`src/rtl/rf_pkg.sv`:
```
// Shared constants, FSM state type and width helper for the banked operand register file.
package rf_pkg;

  localparam int unsigned RF_NUM_BANKS = 3;
  localparam int unsigned RF_DEPTH     = 5;
  localparam int unsigned RF_WIDTH     = 4;

  typedef enum logic {ST_IDLE, ST_STREAM} rf_state_e;

  // Ceiling log2, never below 1 so single-entry indices still get a bit.
  function automatic int unsigned clog2(input int unsigned value);
    int unsigned width;
    width = 0;
    while ((64'd1 << width) < 64'(value)) width++;
    return (width == 0) ? 32'd1 : width;
  endfunction

endpackage

```
`src/rtl/rf_bank_ctl.sv`:
```
// Per-bank fill tracking: fill count doubles as write pointer; full when count hits DEPTH.
module rf_bank_ctl
  import rf_pkg::*;
#(
  parameter int unsigned DEPTH  = RF_DEPTH,
  parameter int unsigned ADDR_W = clog2(DEPTH)
) (
  input  logic              clk,
  input  logic              rst_n,
  input  logic              i_wr,
  input  logic              i_rel,
  output logic [ADDR_W-1:0] o_wptr,
  output logic              o_full
);

  localparam int unsigned CNT_W = clog2(DEPTH + 1);

  logic [CNT_W-1:0] r_cnt;

  always_ff @(posedge clk or negedge rst_n) begin
    if (!rst_n) begin
      r_cnt <= '0;
    end else if (i_rel) begin
      r_cnt <= '0;
    end else if (i_wr && !o_full) begin
      r_cnt <= r_cnt + CNT_W'(1);
    end
  end

  assign o_full = (r_cnt == CNT_W'(DEPTH));
  assign o_wptr = r_cnt[ADDR_W-1:0];

endmodule

```
`src/rtl/rf_banked_fill.sv`:
```
// Multi-bank operand register file: auto-filling write side, random reads, and a
// stream mode that drains a full bank in address order and then releases it.
module rf_banked_fill
  import rf_pkg::*;
#(
  parameter int unsigned NUM_BANKS = RF_NUM_BANKS,
  parameter int unsigned DEPTH     = RF_DEPTH,
  parameter int unsigned WIDTH     = RF_WIDTH,
  parameter int unsigned BANK_W    = clog2(NUM_BANKS),
  parameter int unsigned ADDR_W    = clog2(DEPTH)
) (
  input  logic                 clk,
  input  logic                 rst_n,
  input  logic                 w_en,
  input  logic [BANK_W-1:0]    w_bank,
  input  logic [WIDTH-1:0]     w_data,
  output logic                 w_err,
  input  logic                 rel_en,
  input  logic [BANK_W-1:0]    rel_bank,
  input  logic                 r_en,
  input  logic [BANK_W-1:0]    r_bank,
  input  logic [ADDR_W-1:0]    r_addr,
  input  logic                 s_start,
  input  logic [BANK_W-1:0]    s_bank,
  output logic                 s_busy,
  output logic [WIDTH-1:0]     r_data,
  output logic                 r_valid,
  output logic                 r_last,
  output logic [NUM_BANKS-1:0] bank_full,
  output logic                 all_full
);

  localparam int unsigned CNT_W = clog2(DEPTH + 1);

  rf_state_e         r_state, w_state_nxt;
  logic [BANK_W-1:0] r_sbank;
  logic [CNT_W-1:0]  r_sptr;
  logic [WIDTH-1:0]  r_mem [NUM_BANKS][DEPTH];

  logic [NUM_BANKS-1:0] w_wsel, w_relsel, w_ssel, w_sbsel, w_wr_stb, w_rel_stb;
  logic [ADDR_W-1:0]    w_wptr [NUM_BANKS];
  logic                 w_streaming, w_s_acc, w_s_done, w_wr_ok;
  logic [WIDTH-1:0]     w_rd_word, w_s0_word, w_sn_word;

  assign w_streaming = (r_state == ST_STREAM);
  assign s_busy      = w_streaming;
  // r_sptr reaching DEPTH means every word has been presented; this cycle releases the bank.
  assign w_s_done    = w_streaming && (r_sptr == CNT_W'(DEPTH));
  assign w_s_acc     = !w_streaming && s_start && |(w_ssel & bank_full);
  assign w_wr_ok     = w_en && |(w_wsel & ~bank_full) && !(rel_en && (rel_bank == w_bank));
  assign all_full    = &bank_full;

  for (genvar b = 0; b < NUM_BANKS; b++) begin : g_bank
    assign w_wsel[b]    = (w_bank == BANK_W'(b));
    assign w_relsel[b]  = (rel_bank == BANK_W'(b));
    assign w_ssel[b]    = (s_bank == BANK_W'(b));
    assign w_sbsel[b]   = (r_sbank == BANK_W'(b));
    assign w_wr_stb[b]  = w_wr_ok && w_wsel[b];
    assign w_rel_stb[b] = (rel_en && w_relsel[b] && !(w_streaming && w_sbsel[b])
                           && !(w_s_acc && w_ssel[b])) || (w_s_done && w_sbsel[b]);

    rf_bank_ctl #(
      .DEPTH (DEPTH),
      .ADDR_W(ADDR_W)
    ) u_bank_ctl (
      .clk   (clk),
      .rst_n (rst_n),
      .i_wr  (w_wr_stb[b]),
      .i_rel (w_rel_stb[b]),
      .o_wptr(w_wptr[b]),
      .o_full(bank_full[b])
    );
  end

  // Out-of-range bank/address never matches, so the muxes fall back to zero.
  always_comb begin
    w_rd_word = '0;
    w_s0_word = '0;
    w_sn_word = '0;
    for (int b = 0; b < NUM_BANKS; b++) begin
      for (int a = 0; a < DEPTH; a++) begin
        if (r_bank == BANK_W'(b) && r_addr == ADDR_W'(a)) w_rd_word = r_mem[b][a];
        if (s_bank == BANK_W'(b) && a == 0) w_s0_word = r_mem[b][a];
        if (r_sbank == BANK_W'(b) && r_sptr == CNT_W'(a)) w_sn_word = r_mem[b][a];
      end
    end
  end

  always_ff @(posedge clk or negedge rst_n) begin
    if (!rst_n) r_state <= ST_IDLE;
    else        r_state <= w_state_nxt;
  end

  always_comb begin
    w_state_nxt = r_state;
    unique case (r_state)
      ST_IDLE:   if (w_s_acc)  w_state_nxt = ST_STREAM;
      ST_STREAM: if (w_s_done) w_state_nxt = ST_IDLE;
      default:   w_state_nxt = ST_IDLE;
    endcase
  end

  // Word 0 leaves on the accept edge, so the pointer starts at 1.
  always_ff @(posedge clk or negedge rst_n) begin
    if (!rst_n) begin
      r_sbank <= '0;
      r_sptr  <= '0;
    end else if (w_s_acc) begin
      r_sbank <= s_bank;
      r_sptr  <= CNT_W'(1);
    end else if (w_streaming && !w_s_done) begin
      r_sptr <= r_sptr + CNT_W'(1);
    end
  end

  always_ff @(posedge clk or negedge rst_n) begin
    if (!rst_n) begin
      for (int b = 0; b < NUM_BANKS; b++) begin
        for (int a = 0; a < DEPTH; a++) r_mem[b][a] <= '0;
      end
    end else begin
      for (int b = 0; b < NUM_BANKS; b++) begin
        for (int a = 0; a < DEPTH; a++) begin
          if (w_wr_stb[b] && w_wptr[b] == ADDR_W'(a)) r_mem[b][a] <= w_data;
        end
      end
    end
  end

  always_ff @(posedge clk or negedge rst_n) begin
    if (!rst_n) begin
      r_data  <= '0;
      r_valid <= 1'b0;
      r_last  <= 1'b0;
      w_err   <= 1'b0;
    end else begin
      w_err   <= w_en && !w_wr_ok;
      r_data  <= '0;
      r_valid <= 1'b0;
      r_last  <= 1'b0;
      if (w_s_acc) begin
        r_data  <= w_s0_word;
        r_valid <= 1'b1;
      end else if (w_streaming) begin
        if (!w_s_done) begin
          r_data  <= w_sn_word;
          r_valid <= 1'b1;
          r_last  <= (r_sptr == CNT_W'(DEPTH - 1));
        end
      end else if (r_en) begin
        r_data  <= w_rd_word;
        r_valid <= 1'b1;
      end
    end
  end

endmodule

```
`config.mk`:
```
export PLATFORM = sky130hd
export DESIGN_NAME = rf_banked_fill
export DESIGN_NICKNAME = d
export VERILOG_FILES = /design/src/rtl/rf_pkg.sv /design/src/rtl/rf_bank_ctl.sv /design/src/rtl/rf_banked_fill.sv
export SDC_FILE = /design/constraint.sdc
export NUM_CORES = 1
export LEC_CHECK = 0
export ABC_AREA = 1
export CELL_PAD_IN_SITES_DETAIL_PLACEMENT = 0
export CELL_PAD_IN_SITES_GLOBAL_PLACEMENT = 1
export CORE_MARGIN = 8
export CORE_UTILIZATION = 48
export CTS_BUF_LIST = sky130_fd_sc_hd__clkbuf_2
export CTS_CLUSTER_DIAMETER = 120
export DETAILED_ROUTE_END_ITERATION = 7
export PLACE_DENSITY = 0.93
export SLEW_MARGIN = 20
export SYNTH_ARGS = -nofsm -noshare
export SYNTH_HDL_FRONTEND = slang
export SYNTH_SLANG_ARGS = --single-unit
```
`constraint.sdc`:
```
create_clock -name clk -period 4.1 [get_ports clk]
set_input_delay 0.615 -clock clk [delete_from_list [all_inputs] [get_ports clk]]
set_output_delay 0.615 -clock clk [all_outputs]
set_load 0.1 [all_outputs]
```
==> report_table.html <==
<table>
<tr><th>Metric</th><th>Value</th></tr>
<tr><th colspan="2">Timing</th></tr>
<tr><td>Setup Total Neg Slack</td><td>0 ns</td></tr>
<tr><td>Max Clock Skew</td><td>0.0380 ns</td></tr>
<tr><td>Minimum period implied by the final worst setup slack</td><td>3.45 ns</td></tr>
<tr><td>Post-route clock period utilization</td><td>84.1%</td></tr>
<tr><td>Achievable frequency</td><td>290 MHz</td></tr>
<tr><td>Final count of pins violating max slew</td><td>0</td></tr>
<tr><td>Setup repair after global routing missed its margin</td><td>no</td></tr>
<tr><td>Relative slew slack</td><td>33.7%</td></tr>
<tr><td>Worst slew pin tran</td><td>0.992 ns</td></tr>
<tr><td>Final setup violation count</td><td>0</td></tr>
<tr><td>Final count of hold timing violations</td><td>0</td></tr>
<tr><th colspan="2">Floorplan</th></tr>
<tr><td>Die extent in y</td><td>118 um</td></tr>
<tr><td>Starting density of the core</td><td>49.0%</td></tr>
<tr><td>IO Pins</td><td>33</td></tr>
<tr><td>Core Region</td><td>0.0103 mm2</td></tr>
<tr><td>Number of core rows</td><td>37</td></tr>
<tr><td>Area of the die</td><td>0.0140 mm2</td></tr>
<tr><td>Die span in x</td><td>118 um</td></tr>
<tr><th colspan="2">GRT</th></tr>
<tr><td>Grt total ovfl</td><td>0</td></tr>
<tr><td>Global routing met3 resource utilization</td><td>5.38%</td></tr>
<tr><td>Met2 track demand over resource in global routing</td><td>34.0%</td></tr>
<tr><td>Antenna violations before repair</td><td>0</td></tr>
<tr><td>Total GRT Usage</td><td>21.9%</td></tr>
<tr><td>Global-route track usage on met1</td><td>28.7%</td></tr>
<tr><td>Largest net degree at the start of global routing</td><td>83</td></tr>
<tr><td>Wire length of the first global-routing pass</td><td>24.3 mm</td></tr>
<tr><td>Busiest metal layer after global routing</td><td>met2</td></tr>
<tr><td>Number of global-route vias before repair</td><td>4676</td></tr>
<tr><th colspan="2">Clock tree</th></tr>
<tr><td>Clock transition at the register clock pins on the worst setup and hold paths after CTS</td><td>0.26 ns</td></tr>
<tr><td>Clock root buffer</td><td>sky130_fd_sc_hd__clkbuf_2</td></tr>
<tr><td>Hold buffer count at CTS</td><td>0</td></tr>
<tr><td>Maximum count of clock buffers along a single path</td><td>2</td></tr>
<tr><td>Buffers inserted during post-CTS setup optimization</td><td>0</td></tr>
<tr><td>Number of resized instances in the post-cts repair step</td><td>0</td></tr>
<tr><td>Clock Sinks</td><td>82</td></tr>
<tr><td>Number of buffers inserted during clock tree synthesis</td><td>9</td></tr>
<tr><td>Clock latency on the worst-skew pair</td><td>0.60 ns</td></tr>
<tr><td>TritonCTS clock tree</td><td>built</td></tr>
<tr><td>H-tree depth reported by CTS</td><td>3</td></tr>
<tr><th colspan="2">Job</th></tr>
<tr><td>Maxcap violations</td><td>0</td></tr>
<tr><th colspan="2">Status</th></tr>
<tr><td>Result of the run</td><td>completed</td></tr>
<tr><th colspan="2">Synth</th></tr>
<tr><td>Count of state elements after synthesis</td><td>82</td></tr>
<tr><td>Synth unique cells</td><td>30</td></tr>
<tr><td>Synthesized Nets</td><td>770</td></tr>
<tr><td>Sequential cell area fraction in the yosys report</td><td>40.7%</td></tr>
<tr><td>Leading cell type by number of instances after synthesis</td><td>sky130_fd_sc_hd__nand2_1</td></tr>
<tr><td>Avg Cell Area, Syn</td><td>6.91 um2</td></tr>
<tr><td>Cell count after synthesis</td><td>729</td></tr>
<tr><td>Top cells by instance count after synthesis</td><td>sky130_fd_sc_hd__nand2_1, sky130_fd_sc_hd__inv_1, sky130_fd_sc_hd__o21ai_0</td></tr>
<tr><td>Yosys warning count</td><td>0</td></tr>
<tr><td>Top cells by area, synth</td><td>sky130_fd_sc_hd__dfrtp_1, sky130_fd_sc_hd__nand2_1, sky130_fd_sc_hd__o21ai_0</td></tr>
<tr><td>Share of flip-flops with an asynchronous set or reset after synthesis</td><td>100%</td></tr>
<tr><td>Area share of the largest cell type after synthesis</td><td>40.7%</td></tr>
<tr><td>Number of enable-type register cells in the synthesized netlist</td><td>0</td></tr>
<tr><td>Yosys top cell by area</td><td>sky130_fd_sc_hd__dfrtp_1</td></tr>
<tr><td>Post-synthesis instance area</td><td>0.00504 mm2</td></tr>
<tr><td>Top FF cell, synth</td><td>sky130_fd_sc_hd__dfrtp_1</td></tr>
<tr><th colspan="2">Pwr</th></tr>
<tr><td>Max IR drop VDD</td><td>372 uV</td></tr>
<tr><td>Post-layout total power</td><td>3.15 mW</td></tr>
<tr><td>Power density over cell area</td><td>562 mW/mm2</td></tr>
<tr><td>Leakage component of the power</td><td>2.80 nW</td></tr>
<tr><th colspan="2">Cells and area</th></tr>
<tr><td>Layout cell share with drive strength beyond 1</td><td>3.64%</td></tr>
<tr><td>Post-layout nets</td><td>806</td></tr>
<tr><td>Design area</td><td>0.00561 mm2</td></tr>
<tr><td>Filler Cells Inserted</td><td>1045</td></tr>
<tr><td>Area delta synth-&gt;final</td><td>11.2%</td></tr>
<tr><td>Diode count</td><td>0</td></tr>
<tr><td>Final core utilization</td><td>54.5%</td></tr>
<tr><th colspan="2">Detailed routing</th></tr>
<tr><td>Overall routed net length</td><td>14.8 mm</td></tr>
<tr><td>Initial DRC Count</td><td>512</td></tr>
<tr><td>Total via count in the routed design</td><td>4775</td></tr>
<tr><td>Total iterations of the first detailed-routing run</td><td>5</td></tr>
<tr><td>Post-DR wirelength/cell</td><td>16.4 um</td></tr>
<tr><td>Remaining design rule violation count</td><td>0</td></tr>
<tr><td>Remaining antenna violation count after routing</td><td>0</td></tr>
<tr><td>Via density per instance</td><td>5.28</td></tr>
<tr><th colspan="2">Worst setup path</th></tr>
<tr><td>Worst path arrival time</td><td>2.83 ns</td></tr>
<tr><td>Highest-delay cell along the critical path</td><td>sky130_fd_sc_hd__clkdlybuf4s50_1</td></tr>
<tr><td>Required time at the endpoint of the critical path</td><td>3.48 ns</td></tr>
<tr><td>Delay of the slowest cell on the worst path</td><td>1.16 ns</td></tr>
<tr><td>Maximum fanout count along the critical path</td><td>3</td></tr>
<tr><td>Critical path startpoint category</td><td>flop</td></tr>
<tr><td>Cell Chain, Critical Path</td><td>inv_1 -&gt; ha_1 -&gt; nand2_1 -&gt; nor3_1 -&gt; clkdlybuf4s50_1</td></tr>
<tr><td>Kind of capture point of the worst setup path</td><td>output pin</td></tr>
<tr><td>Critical Setup Path Class</td><td>flop to output pin</td></tr>
<tr><th colspan="2">Placed design</th></tr>
<tr><td>Port Buffer Count</td><td>32</td></tr>
<tr><td>Area after detailed placement</td><td>0.00549 mm2</td></tr>
<tr><td>Placed wire-length estimate after detailed placement</td><td>11.5 mm</td></tr>
<tr><td>GPL Wtd Cong</td><td>0.941</td></tr>
<tr><th colspan="2">Min path</th></tr>
<tr><td>Class of the most critical hold timing path</td><td>input port to async pin</td></tr>
</table>
-- where the power goes --
part           total, mW  internal (mW)  switching (mW)
clock network      0.443          0.138           0.305
registers           1.37           1.08           0.288
logic               1.34          0.401           0.939
total               3.15           1.62            1.53
-- cell type report --
cell class              instances  area [um2]  area share, %
clock buffers                   9        45.0          0.804
clock inverters                 6        66.3           1.18
inverters                     134         503           8.97
multi-input cells             506        2450           43.7
flip-flops and latches         82        2050           36.6
well taps                     136         170           3.04
repair buffers                 32         322           5.74
-- stage by stage --
step	instances	hold WS, ns	setup slack [ns]
after floorplan	729	0.319	0.709
after global placement	890	0.470	1.10
after detailed placement	890	0.473	1.11
after CTS	905	0.153	0.578
after global routing	905	0.0417	0.476
final	905	0.0193	0.652
-- routing by layer --
metal	share of wire, %	routed length, um
met3	6.5	967
met5	0	0
met4	2.7	393
met1	46	6840
met2	45	6600
-- worst max-delay path, delay by kind of cell, from the launching register on --
kind                       cells  cell delay, ns
buffers and inverters          2            1.27
DFF                            1            0.47
and+or+nand+nor                2            0.32
adders and majority gates      1            0.18
-- cells by family after synthesis --
group	count (synthesis)	share of synthesized area [%]
buf+inv	141	10.7
flops	82	40.7
simple gates	331	27.0
compound gates	155	16.6
fa+ha+maj	20	4.97
-- registers in the layout, summed over array words and instances, names as in the netlist --
name                      count
r_mem                        60
r_sptr                        3
s_busy                        1
r_sbank                       2
g_bank.u_bank_ctl.o_wptr      9
w_err                         1
r_last                        1
r_valid                       1
r_data                        4
-- layout by cell type, fill, tap and decap left out --
master,instances
sky130_fd_sc_hd__clkinvlp_4,2
sky130_fd_sc_hd__a22oi_1,3
sky130_fd_sc_hd__bufinv_16,1
sky130_fd_sc_hd__nand2_4,2
sky130_fd_sc_hd__clkdlybuf4s50_1,31
sky130_fd_sc_hd__o221ai_1,1
sky130_fd_sc_hd__inv_6,1
sky130_fd_sc_hd__a22o_1,2
sky130_fd_sc_hd__ha_1,20
sky130_fd_sc_hd__o21ai_1,3
sky130_fd_sc_hd__nand4_1,6
sky130_fd_sc_hd__clkbuf_2,9
sky130_fd_sc_hd__nor2_1,45
sky130_fd_sc_hd__or2_0,1
sky130_fd_sc_hd__o211ai_1,3
sky130_fd_sc_hd__inv_1,127
sky130_fd_sc_hd__a211oi_1,8
sky130_fd_sc_hd__a2111oi_0,2
sky130_fd_sc_hd__nor2_4,2
sky130_fd_sc_hd__nor3_1,6
sky130_fd_sc_hd__nand3_1,36
sky130_fd_sc_hd__o22ai_1,6
sky130_fd_sc_hd__inv_2,4
sky130_fd_sc_hd__or2_2,2
sky130_fd_sc_hd__dfrtp_1,82
sky130_fd_sc_hd__o21ai_0,116
sky130_fd_sc_hd__nor4_1,1
sky130_fd_sc_hd__a21oi_1,11
sky130_fd_sc_hd__or2_1,1
sky130_fd_sc_hd__clkinv_1,4
sky130_fd_sc_hd__nor2_2,2
sky130_fd_sc_hd__nand2_2,1
sky130_fd_sc_hd__nand2_1,226
sky130_fd_sc_hd__clkinv_4,1
sky130_fd_sc_hd__buf_6,1
-- path summary, 6_finish.rpt --
path                                                startpoint   endpoint  slack (ns)  depth (start not counted)
worst max register to register                       r_sptr[0]  r_data[2]        1.49                         21
worst max-delay path            g_bank[2].u_bank_ctl.o_wptr[1]   all_full        0.65                          5
max in group asynchronous                                rst_n  r_sptr[2]        3.56                          1
worst min register to register                       r_mem[19]  r_mem[19]        0.52                          2
min in group clk                                     r_mem[19]  r_mem[19]        0.52                          2
worst min-delay path                                     rst_n  r_mem[41]        0.02                          1
Note: power is estimated with default switching activity, not from simulation.
